`src/rtl/gray_decode_arbiter_if.sv`:
```
// gray_decode_arbiter_if
//   Bundles the requester-side handshake and the decoder-side strobe/data
//   signals of gray_decode_arbiter.
//   Requester side : reqValid/reqData in, reqReady out,
//                    rspValid/rspData/rspError out, busy out.
//   Decoder side   : decStrobe/decData out, decOutStrobe/decDataOut in.
//   slave  modport : the arbiter.
//   master modport : the environment (requesters plus decoder).
interface gray_decode_arbiter_if #(
  parameter int unsigned WIDTH   = 32,
  parameter int unsigned NUM_REQ = 4
);
  logic [NUM_REQ-1:0]       reqValid;
  logic [NUM_REQ*WIDTH-1:0] reqData;
  logic [NUM_REQ-1:0]       reqReady;
  logic [NUM_REQ-1:0]       rspValid;
  logic [WIDTH-1:0]         rspData;
  logic                     rspError;
  logic                     busy;
  logic                     decStrobe;
  logic [WIDTH-1:0]         decData;
  logic                     decOutStrobe;
  logic [WIDTH-1:0]         decDataOut;

  modport slave (
    input  reqValid, reqData, decOutStrobe, decDataOut,
    output reqReady, rspValid, rspData, rspError, busy, decStrobe, decData
  );

  modport master (
    output reqValid, reqData, decOutStrobe, decDataOut,
    input  reqReady, rspValid, rspData, rspError, busy, decStrobe, decData
  );
endinterface

```
`src/rtl/gray_decode_arbiter.sv`:
```
// gray_decode_arbiter
//   Shares one GrayToBinary decoder among NUM_REQ requesters. A round-robin
//   scan picks one requester in IDLE, its Gray word is strobed into the
//   decoder, and the decoder's answer (or a timeout error after TIMEOUT
//   cycles in WAIT) is returned to that requester as a one-cycle pulse.
//   clk  : system clock
//   rst  : asynchronous, active-high reset
//   bus  : slave modport of gray_decode_arbiter_if
//          reqValid/reqData/reqReady  requester handshake (reqReady is
//                                     combinational, one-hot, IDLE only)
//          rspValid/rspData/rspError  registered one-hot response pulse
//          busy                       registered, high outside IDLE
//          decStrobe/decData          registered drive to decoder
//          decOutStrobe/decDataOut    decoder answer, honoured in WAIT only
module gray_decode_arbiter #(
  parameter int unsigned WIDTH   = 32,
  parameter int unsigned NUM_REQ = 4,
  parameter int unsigned TIMEOUT = 64
) (
  input  logic                  clk,
  input  logic                  rst,
  gray_decode_arbiter_if.slave  bus
);

  localparam int unsigned PTR_W = (NUM_REQ > 1) ? $clog2(NUM_REQ) : 1;
  localparam int unsigned TMR_W = $clog2(TIMEOUT);

  localparam logic [1:0] S_IDLE    = 2'd0;
  localparam logic [1:0] S_ISSUE   = 2'd1;
  localparam logic [1:0] S_WAIT    = 2'd2;
  localparam logic [1:0] S_RESPOND = 2'd3;

  logic [1:0]         state_q,      state_d;
  logic [PTR_W-1:0]   ptr_q,        ptr_d;
  logic [PTR_W-1:0]   owner_q,      owner_d;
  logic [WIDTH-1:0]   data_q,       data_d;
  logic [TMR_W-1:0]   timer_q,      timer_d;
  logic [NUM_REQ-1:0] rsp_valid_q,  rsp_valid_d;
  logic [WIDTH-1:0]   rsp_data_q,   rsp_data_d;
  logic               rsp_error_q,  rsp_error_d;
  logic               dec_strobe_q, dec_strobe_d;
  logic               busy_q,       busy_d;

  logic               win_found;
  logic [PTR_W-1:0]   win_idx;
  logic [PTR_W:0]     cand;
  logic [WIDTH-1:0]   win_data;
  logic [NUM_REQ-1:0] req_ready;

  // Round-robin scan starting at ptr_q; the extra bit of cand lets the
  // wrap-around be a single conditional subtract for any NUM_REQ.
  always_comb begin
    win_found = 1'b0;
    win_idx   = '0;
    cand      = '0;
    for (int unsigned i = 0; i < NUM_REQ; i++) begin
      cand = {1'b0, ptr_q} + (PTR_W+1)'(i);
      if (cand >= (PTR_W+1)'(NUM_REQ)) begin
        cand = cand - (PTR_W+1)'(NUM_REQ);
      end
      if (!win_found && bus.reqValid[cand[PTR_W-1:0]]) begin
        win_found = 1'b1;
        win_idx   = cand[PTR_W-1:0];
      end
    end
  end

  always_comb begin
    win_data = '0;
    for (int unsigned i = 0; i < NUM_REQ; i++) begin
      if (win_idx == PTR_W'(i)) begin
        win_data = bus.reqData[i*WIDTH +: WIDTH];
      end
    end
  end

  // Gated by rst so that every output reads zero while reset is held,
  // even though IDLE is the reset state.
  always_comb begin
    req_ready = '0;
    if ((state_q == S_IDLE) && win_found && !rst) begin
      req_ready[win_idx] = 1'b1;
    end
  end

  always_comb begin
    state_d      = state_q;
    ptr_d        = ptr_q;
    owner_d      = owner_q;
    data_d       = data_q;
    timer_d      = timer_q;
    rsp_valid_d  = '0;
    rsp_data_d   = rsp_data_q;
    rsp_error_d  = rsp_error_q;
    dec_strobe_d = 1'b0;

    case (state_q)
      S_IDLE: begin
        if (win_found) begin
          data_d       = win_data;
          owner_d      = win_idx;
          dec_strobe_d = 1'b1;
          state_d      = S_ISSUE;
        end
      end

      S_ISSUE: begin
        timer_d = '0;
        state_d = S_WAIT;
      end

      S_WAIT: begin
        // A decoder answer on the timeout edge still counts as success.
        if (bus.decOutStrobe) begin
          rsp_data_d           = bus.decDataOut;
          rsp_error_d          = 1'b0;
          rsp_valid_d[owner_q] = 1'b1;
          state_d              = S_RESPOND;
        end else if (timer_q == TMR_W'(TIMEOUT - 1)) begin
          rsp_data_d           = '0;
          rsp_error_d          = 1'b1;
          rsp_valid_d[owner_q] = 1'b1;
          state_d              = S_RESPOND;
        end else begin
          timer_d = timer_q + 1'b1;
        end
      end

      S_RESPOND: begin
        if (owner_q == PTR_W'(NUM_REQ - 1)) begin
          ptr_d = '0;
        end else begin
          ptr_d = owner_q + 1'b1;
        end
        state_d = S_IDLE;
      end

      default: begin
        state_d = S_IDLE;
      end
    endcase

    busy_d = (state_d != S_IDLE);
  end

  always_ff @(posedge clk or posedge rst) begin
    if (rst) begin
      state_q      <= S_IDLE;
      ptr_q        <= '0;
      owner_q      <= '0;
      data_q       <= '0;
      timer_q      <= '0;
      rsp_valid_q  <= '0;
      rsp_data_q   <= '0;
      rsp_error_q  <= 1'b0;
      dec_strobe_q <= 1'b0;
      busy_q       <= 1'b0;
    end else begin
      state_q      <= state_d;
      ptr_q        <= ptr_d;
      owner_q      <= owner_d;
      data_q       <= data_d;
      timer_q      <= timer_d;
      rsp_valid_q  <= rsp_valid_d;
      rsp_data_q   <= rsp_data_d;
      rsp_error_q  <= rsp_error_d;
      dec_strobe_q <= dec_strobe_d;
      busy_q       <= busy_d;
    end
  end

  assign bus.reqReady  = req_ready;
  assign bus.rspValid  = rsp_valid_q;
  assign bus.rspData   = rsp_data_q;
  assign bus.rspError  = rsp_error_q;
  assign bus.busy      = busy_q;
  assign bus.decStrobe = dec_strobe_q;
  // dataReg is itself the registered decoder input; it holds through WAIT.
  assign bus.decData   = data_q;

endmodule

```
`src/flat_wrapper.sv`:
```
// flat-port wrapper written by rule: the top's interface ports become plain ports
module gray_decode_arbiter_flat 
#(
  parameter int unsigned WIDTH   = 32,
  parameter int unsigned NUM_REQ = 4,
  parameter int unsigned TIMEOUT = 64
)
  (clk, rst, bus_reqValid, bus_reqData, bus_decOutStrobe, bus_decDataOut, bus_reqReady, bus_rspValid, bus_rspData, bus_rspError, bus_busy, bus_decStrobe, bus_decData);
  gray_decode_arbiter_if #(.WIDTH(WIDTH), .NUM_REQ(NUM_REQ)) bus_i ();
  input  logic clk;
  input  logic rst;
  input wire logic [$bits(bus_i.reqValid)-1:0] bus_reqValid;
  input wire logic [$bits(bus_i.reqData)-1:0] bus_reqData;
  input wire logic [$bits(bus_i.decOutStrobe)-1:0] bus_decOutStrobe;
  input wire logic [$bits(bus_i.decDataOut)-1:0] bus_decDataOut;
  output wire logic [$bits(bus_i.reqReady)-1:0] bus_reqReady;
  output wire logic [$bits(bus_i.rspValid)-1:0] bus_rspValid;
  output wire logic [$bits(bus_i.rspData)-1:0] bus_rspData;
  output wire logic [$bits(bus_i.rspError)-1:0] bus_rspError;
  output wire logic [$bits(bus_i.busy)-1:0] bus_busy;
  output wire logic [$bits(bus_i.decStrobe)-1:0] bus_decStrobe;
  output wire logic [$bits(bus_i.decData)-1:0] bus_decData;
  assign bus_i.reqValid = bus_reqValid;
  assign bus_i.reqData = bus_reqData;
  assign bus_i.decOutStrobe = bus_decOutStrobe;
  assign bus_i.decDataOut = bus_decDataOut;
  assign bus_reqReady = bus_i.reqReady;
  assign bus_rspValid = bus_i.rspValid;
  assign bus_rspData = bus_i.rspData;
  assign bus_rspError = bus_i.rspError;
  assign bus_busy = bus_i.busy;
  assign bus_decStrobe = bus_i.decStrobe;
  assign bus_decData = bus_i.decData;
  gray_decode_arbiter #(.WIDTH(WIDTH), .NUM_REQ(NUM_REQ), .TIMEOUT(TIMEOUT)) u_core (.clk(clk), .rst(rst), .bus(bus_i));
endmodule
```
`config.mk`:
```
export PLATFORM = sky130hd
export DESIGN_NAME = gray_decode_arbiter_flat
export DESIGN_NICKNAME = d
export VERILOG_FILES = /design/src/rtl/gray_decode_arbiter_if.sv /design/src/rtl/gray_decode_arbiter.sv /design/src/flat_wrapper.sv
export SDC_FILE = /design/constraint.sdc
export NUM_CORES = 1
export LEC_CHECK = 0
export ABC_CLOCK_PERIOD_IN_PS = 3600
export CORE_MARGIN = 1
export CORE_UTILIZATION = 39
export CTS_CLUSTER_DIAMETER = 60
export CTS_CLUSTER_SIZE = 16
export DETAILED_ROUTE_END_ITERATION = 12
export PLACE_DENSITY_LB_ADDON = 0.25
export SETUP_SLACK_MARGIN = 0.4
export SLEW_MARGIN = 20
export SYNTH_ARGS = -nofsm -noshare
export SYNTH_HDL_FRONTEND = slang
export SYNTH_SLANG_ARGS = --single-unit
```
`constraint.sdc`:
```
create_clock -name clk -period 3.6 [get_ports clk]
set_clock_uncertainty 0.15 [all_clocks]
set_input_delay 0.36 -clock clk [delete_from_list [all_inputs] [get_ports clk]]
set_output_delay 0.36 -clock clk [all_outputs]
set_load 0.03 [all_outputs]
```
==> impl_metrics.ini, run 1 <==
[synthesis]
yosys_most_used_dff = dfrtp_1
synth_xor_area_share_pct = 0
synth-compound-area-share_pct = 25.5
yosysTopAreaCellShare_pct = 46.7
synth_edf_count = 0
seq_area_frac_synth_pct = 46.7
yosys_register_bits = 83
async_flop_share_pct = 100
synth_area_sq_mm = 0.00445
synth_area_leader_cell = dfrtp_1
yosysUniqueCellTypes = 41
yosys.area_share.simple_pct = 12.0
synth_mux_area_share_pct = 7.68
synth_top_family_by_area = compound AO/OA/AOI/OAI gates
synth_area_per_cell_sq_um = 11.3
synthCells = 394
synth_fp_nets = 571
synth_area_leaders = dfrtp_1 (47%), a221oi_2 (9.8%), mux2i_1 (7.4%), a22o_1 (6.3%), a211oi_1 (5.4%)
synthAdderAreaFrac_pct = 2.81
ys_warn_count = 0

[power]
power.density_mw_per_mm2 = 795
p_leak_nw = 3.11
vdd_drop_max_mv = 0.480

[timing]
setup_tns_ps = 0
max_freq_ghz = 0.329
fin_crit_ps = 3040
hold_viol = 0
post-route-period-util_pct = 84.5
drv_slew = 0
fin_hold_ws_ps = 346
finalWorstSetupSlack_ps = 557
slew-limit-headroom_pct = 41.2
tightest_slew_ps = 881
rsz0062_at_grt = no
finalSetupViolations = 0

[placement]
io_buffers = 241
post_dp_cell_area_sq_mm = 0.00692
pre_cts_ws_ps = 421
place_congestion = 0.774
hpwl_mm = 9.65

[global_route]
grt_pass1_wl_mm = 19.8
overflow = 0
grt_pass1_vias = 3979
track_usage_pct = 22.1
grt_max_degree = 84
antenna_found_initial = 0

[worst_hold_path]
min_path_type = reg2reg

[critical_path]
worst-path-max-fanout = 8
start_kind = input pin
cp_slowest_stage_delay_ps = 590
rrSetupSlack_ps = 1000
critPathBufInv = 3
worstPathArrival_ps = 2530
crit_path_end_kind = primary output
worstPathCellList = clkdlybuf4s50_1 > nor4_1 > nand2b_1 > clkinv_1 > and4_1 > clkdlybuf4s50_1
cpMostUsedCell = clkdlybuf4s50_1
critPathTopFamily = buffers and inverters
path_class = in2out
slowest_stage = clkdlybuf4s50_1
crit_required_ps = 3090

[cells_and_area]
synthToLayoutAreaGrowth_pct = 62.7
drive_above_1_share_pct = 9.92
design_area_sq_mm = 0.00724
n_antenna_cell = 0
fin_nets = 797
fin_util_pct = 65.9

[flow_run]
drv_cap = 0

[floorplan]
ios = 242
dieArea_sq_mm = 0.0118
core_area_sq_mm = 0.0110
start_util_pct = 40.5
fp.dieW_microns = 109
fp.dieH_microns = 109
num_rows = 38

[detailed_routing]
vias = 4043
drt_first_pass_iters = 5
drtIter0Drc = 144
viasPerCell = 5.28
wl_per_cell_microns = 17.6
route.detailed.drc = 0
ant_nets = 0
finalWirelength_mm = 13.5

[run_status]
status = finished, final reports clean

[clock_tree]
cts_num_sinks = 83
cts_tree = done
clkTransAtPathRegs_ps = 60
insertion_delay_ps = 330
cts_inserted_buffers = 9
cts-root-buf = clkbuf_16
ctsLongestPathBuffers = 2
cts_setup_buffers = 0
htree_levels = 3
sequential cells by signal, summed over array words and instances, names as in the netlist:
signal,count
u_core.bus.busy,1
u_core.bus.decData,32
u_core.bus.decStrobe,1
u_core.bus.rspData,32
u_core.bus.rspError,1
u_core.bus.rspValid,4
u_core.owner_q,2
u_core.ptr_q,2
u_core.state_q,2
u_core.timer_q,6
cell usage in the layout (no fill, tap or decap), drive strengths merged, types with 3 or more instances in the layout:
master | netlist | routed
a211oi | 32 | 32
a21oi | 4 | 4
a221oi | 32 | 32
a22o | 32 | 32
and2 | 37 | 37
buf | 16 | 8
clkbuf | 18 | 9
clkdlybuf4s50 | 0 | 238
clkinv | 1 | 3
clkinvlp | 0 | 3
dfrtp | 83 | 83
dlymetal6s2s | 0 | 3
ha | 10 | 10
inv | 11 | 12
mux2i | 33 | 33
nand2 | 6 | 6
nand3 | 3 | 3
nor2 | 36 | 36
o21ai | 9 | 9
through the flow:
| step | cells | total power, mW |
|---|---|---|
| after floorplan | 394 | 3.63 |
| after global placement | 749 | 4.78 |
| after detailed placement | 749 | 4.85 |
| after CTS | 765 | 5.79 |
| after global routing | 765 | 6.10 |
| final | 765 | 5.75 |
routing by layer:
layer	routed length (microns)	track usage, %	vias up
met5	0	0	-
met4	389	10.2	0
met3	1410	6.69	28
met2	6510	39.0	209
met1	5150	24.3	1877
li1	-	-	1929
path summary, 6_finish.rpt:
path | start | end | depth (start not counted)
hold / removal | u_core.bus.rspData[17] | u_core.bus.rspData[17] | 1
max in group asynchronous | rst | u_core.bus.decData[30] | 3
min in group asynchronous | rst | u_core.bus.decData[11] | 3
setup reg to reg | u_core.ptr_q[0] | u_core.bus.decData[14] | 5
hold reg to reg | u_core.bus.rspData[17] | u_core.bus.rspData[17] | 1
setup / recovery | bus_reqValid[0] | bus_reqReady[2] | 6
Yosys cell counts (all sizes together) (2+ instances only):
master	n
nand2	6
nor2	36
buf	16
a211oi	32
nor4b	2
ha	10
o21ai	9
and3	2
a21oi	4
nor3	2
dfrtp	83
a22o	32
o22ai	2
nand4	2
mux2i	33
inv	11
clkbuf	18
nor4	2
a21boi	2
nand2b	2
and2	37
a221oi	32
or2	2
nand3	3
cell families after synthesis:
group                    Yosys count
AO/OA/AOI/OAI                    120
adder cells (fa/ha/maj)           10
buffers and inverters             46
flip-flops                        83
multiplexers                      34
AND/OR/NAND/NOR                  101
repair_timing:
item / 4_1_cts / 5_1_grt
setup endpoints to repair: 0 / 3
resized for setup: 0 / 3
hold buffers: 0 / 0
layout make-up:
class	count	area (sq um)
clock inverter	7	76.3
inverter	12	48.8
clock buffer	9	225
tap	140	175
multi-input combinational	265	2150
timing repair buffer	249	2480
sequential	83	2080
fill	886	3750
worst register-to-register path, delay by kind of cell, from the launching register on:
family | cells | cell delay, ps
buf+inv | 1 | 760
compound gates | 3 | 960
mux | 1 | 240
flops | 1 | 400
where the power goes:
part	internal (mW)	switching [mW]
Clock	0.542	0.384
Sequential	1.35	0.238
Combinational	1.36	1.88
Power figures use the tool's default switching activity.
==> run 2: changes to the inputs <==
ABC_CLOCK_PERIOD_IN_PS = 2700   (was 3600)
CORE_UTILIZATION = 36   (was 39)
clock period = 2.7 ns   (was 3.6 ns; I/O delays follow)
==> run 2 against run 1 <==
Net effect: first-iteration DRC count is 22% higher; final area grew 3.9%; final cell count increased by 2.9%; die area up 8.2%; clock-buffer cell count up 1; total power up 40%; critical path depth unchanged; largest cell class unchanged; via count increased by 2.7%.
==> impl_metrics.ini, run 2 (synthesis results as in run 1) <==
[timing]
finalSetupViolations = 0
finalWorstSetupSlack_ps = 360
drv_slew = 0
setup_tns_ps = 0
fin_crit_ps = 2340
hold_viol = 0
rsz0062_at_grt = yes
tightest_slew_ps = 762
post-route-period-util_pct = 86.7
max_freq_ghz = 0.427
slew-limit-headroom_pct = 49.2

[cells_and_area]
fill_cells = 1002
most-common-layout-cells = clkdlybuf4s50_1 (234), dfrtp_1 (82), and2_1 (37)
fin_nets = 812
final_common_cell = clkdlybuf4s50_1
drive_above_1_share_pct = 13.6
multi_input_area_sq_mm = 0.00221
seq_area_sq_mm = 0.00208
synthToLayoutAreaGrowth_pct = 69.0
n_antenna_cell = 0

[power]
vdd_drop_max_mv = 0.392
p_leak_nw = 3.22
power.density_mw_per_mm2 = 1070

[global_route]
track_usage_pct = 21.4
overflow = 0
grt_max_degree = 84
grt_pass1_vias = 4240
antenna_found_initial = 0
grt_pass1_wl_mm = 21.3

[detailed_routing]
route.detailed.drc = 0
drt_first_pass_iters = 4
finalWirelength_mm = 13.7
drtIter0Drc = 175
ant_nets = 0
viasPerCell = 5.28
vias = 4152
wl_per_cell_microns = 17.4

[clock_tree]
cts_tree = done
clkTransAtPathRegs_ps = 60
htree_levels = 3
cts_inserted_buffers = 9
cts_num_sinks = 83
cts-root-buf = clkbuf_16
ctsLongestPathBuffers = 2
insertion_delay_ps = 330

[placement]
pre_cts_ws_ps = 26.9
place_congestion = 0.775
hpwl_mm = 9.49
io_buffers = 241

[critical_path]
crit_required_ps = 2280
worstPathArrival_ps = 1920
start_kind = flop
worst-path-max-fanout = 4
crit_path_end_kind = primary output
rrSetupSlack_ps = 510
path_class = reg2out

[worst_hold_path]
min_path_type = reg2reg

[flow_run]
drv_cap = 0

[floorplan]
start_util_pct = 37.0
dieArea_sq_mm = 0.0128
ios = 242
core_area_sq_mm = 0.0120
fp.dieH_microns = 113
fp.dieW_microns = 113
num_rows = 40

[run_status]
status = finished, final reports clean
==> run 2: cell count changes in the layout (fill, tap and decap cells not counted), moves of 2 or more <==
cell / delta
buf_4: +11
clkdlybuf4s50_1: -4
buf_12: +3
dlygate4sd2_1: +3
dlymetal6s2s_1: -3
bufbuf_16: +2
clkinv_4: +2
nor4_1: -2
nor4b_1: -2
==> run 2: through the flow <==
| step | utilization (%) | instance area (sq um) | hold slack [ps] | std cells | power (mW) |
|---|---|---|---|---|---|
| 2_1_floorplan | - | 4490 | 260 | 394 | 4.86 |
| 3_3_place_gp | 58.8 | 7060 | 335 | 763 | 6.55 |
| 3_5_place_dp | 58.8 | 7060 | 331 | 763 | 6.62 |
| 4_1_cts | 62.4 | 7500 | 353 | 786 | 8.12 |
| 5_1_grt | 62.6 | 7520 | 367 | 787 | 8.55 |
| 6_report | 62.6 | 7520 | 348 | 787 | 8.06 |
==> run 2: layer usage <==
metal  global-route usage (%)  share of wire [%]  up-vias
met5                        0                  0        -
met4                     7.37                1.6        0
met3                     6.05                8.4       19
met2                     38.6                 50      185
met1                     24.2                 40     1983
li1                         -                  -     1965
==> run 2: what timing repair did <==
| action | in CTS | in global routing |
|---|---|---|
| buffers inserted | 5 | 1 |
| hold endpoints to repair | 0 | 0 |
| resized for setup | 9 | 3 |
| setup endpoints to repair | 4 | 4 |
| hold buffers | 0 | 0 |
| cloned | 2 | 0 |
| pin swaps | 4 | 1 |
==> run 2: where the power goes <==
part	total [mW]	switching [mW]	internal [mW]	leakage [nW]
Sequential	2.11	0.312	1.80	0.998
Clock	1.25	0.505	0.750	0.149
Combinational	4.69	2.60	2.09	2.07
Total	8.06	3.42	4.64	3.22
==> run 2: final cells by class <==
cell class | count | area share [%]
repair buffers | 264 | 35.8
multi-input cells | 265 | 29.3
flip-flops and latches | 83 | 27.6
clock buffers | 10 | 3.18
well taps | 147 | 2.45
clock inverters | 6 | 0.965
inverters | 12 | 0.649
==> run 2: worst paths after layout <==
path,depth (start not counted),end,from
setup / recovery,6,bus_reqReady[3],u_core.ptr_q[0]
max in group asynchronous,3,u_core.ptr_q[1],rst
min in group asynchronous,3,u_core.state_q[1],rst
setup reg to reg,7,u_core.bus.decData[5],u_core.state_q[0]
hold / removal,1,u_core.bus.rspData[0],u_core.bus.rspData[0]
hold reg to reg,1,u_core.bus.rspData[0],u_core.bus.rspData[0]
==> run 2: worst max-delay path, stage by stage (launching register included) <==
cell	delay (ps)
dfrtp_1	360
inv_1	80
a221o_1	360
a21bo_4	250
buf_16	130
nor4b_4	210
buf_4	200
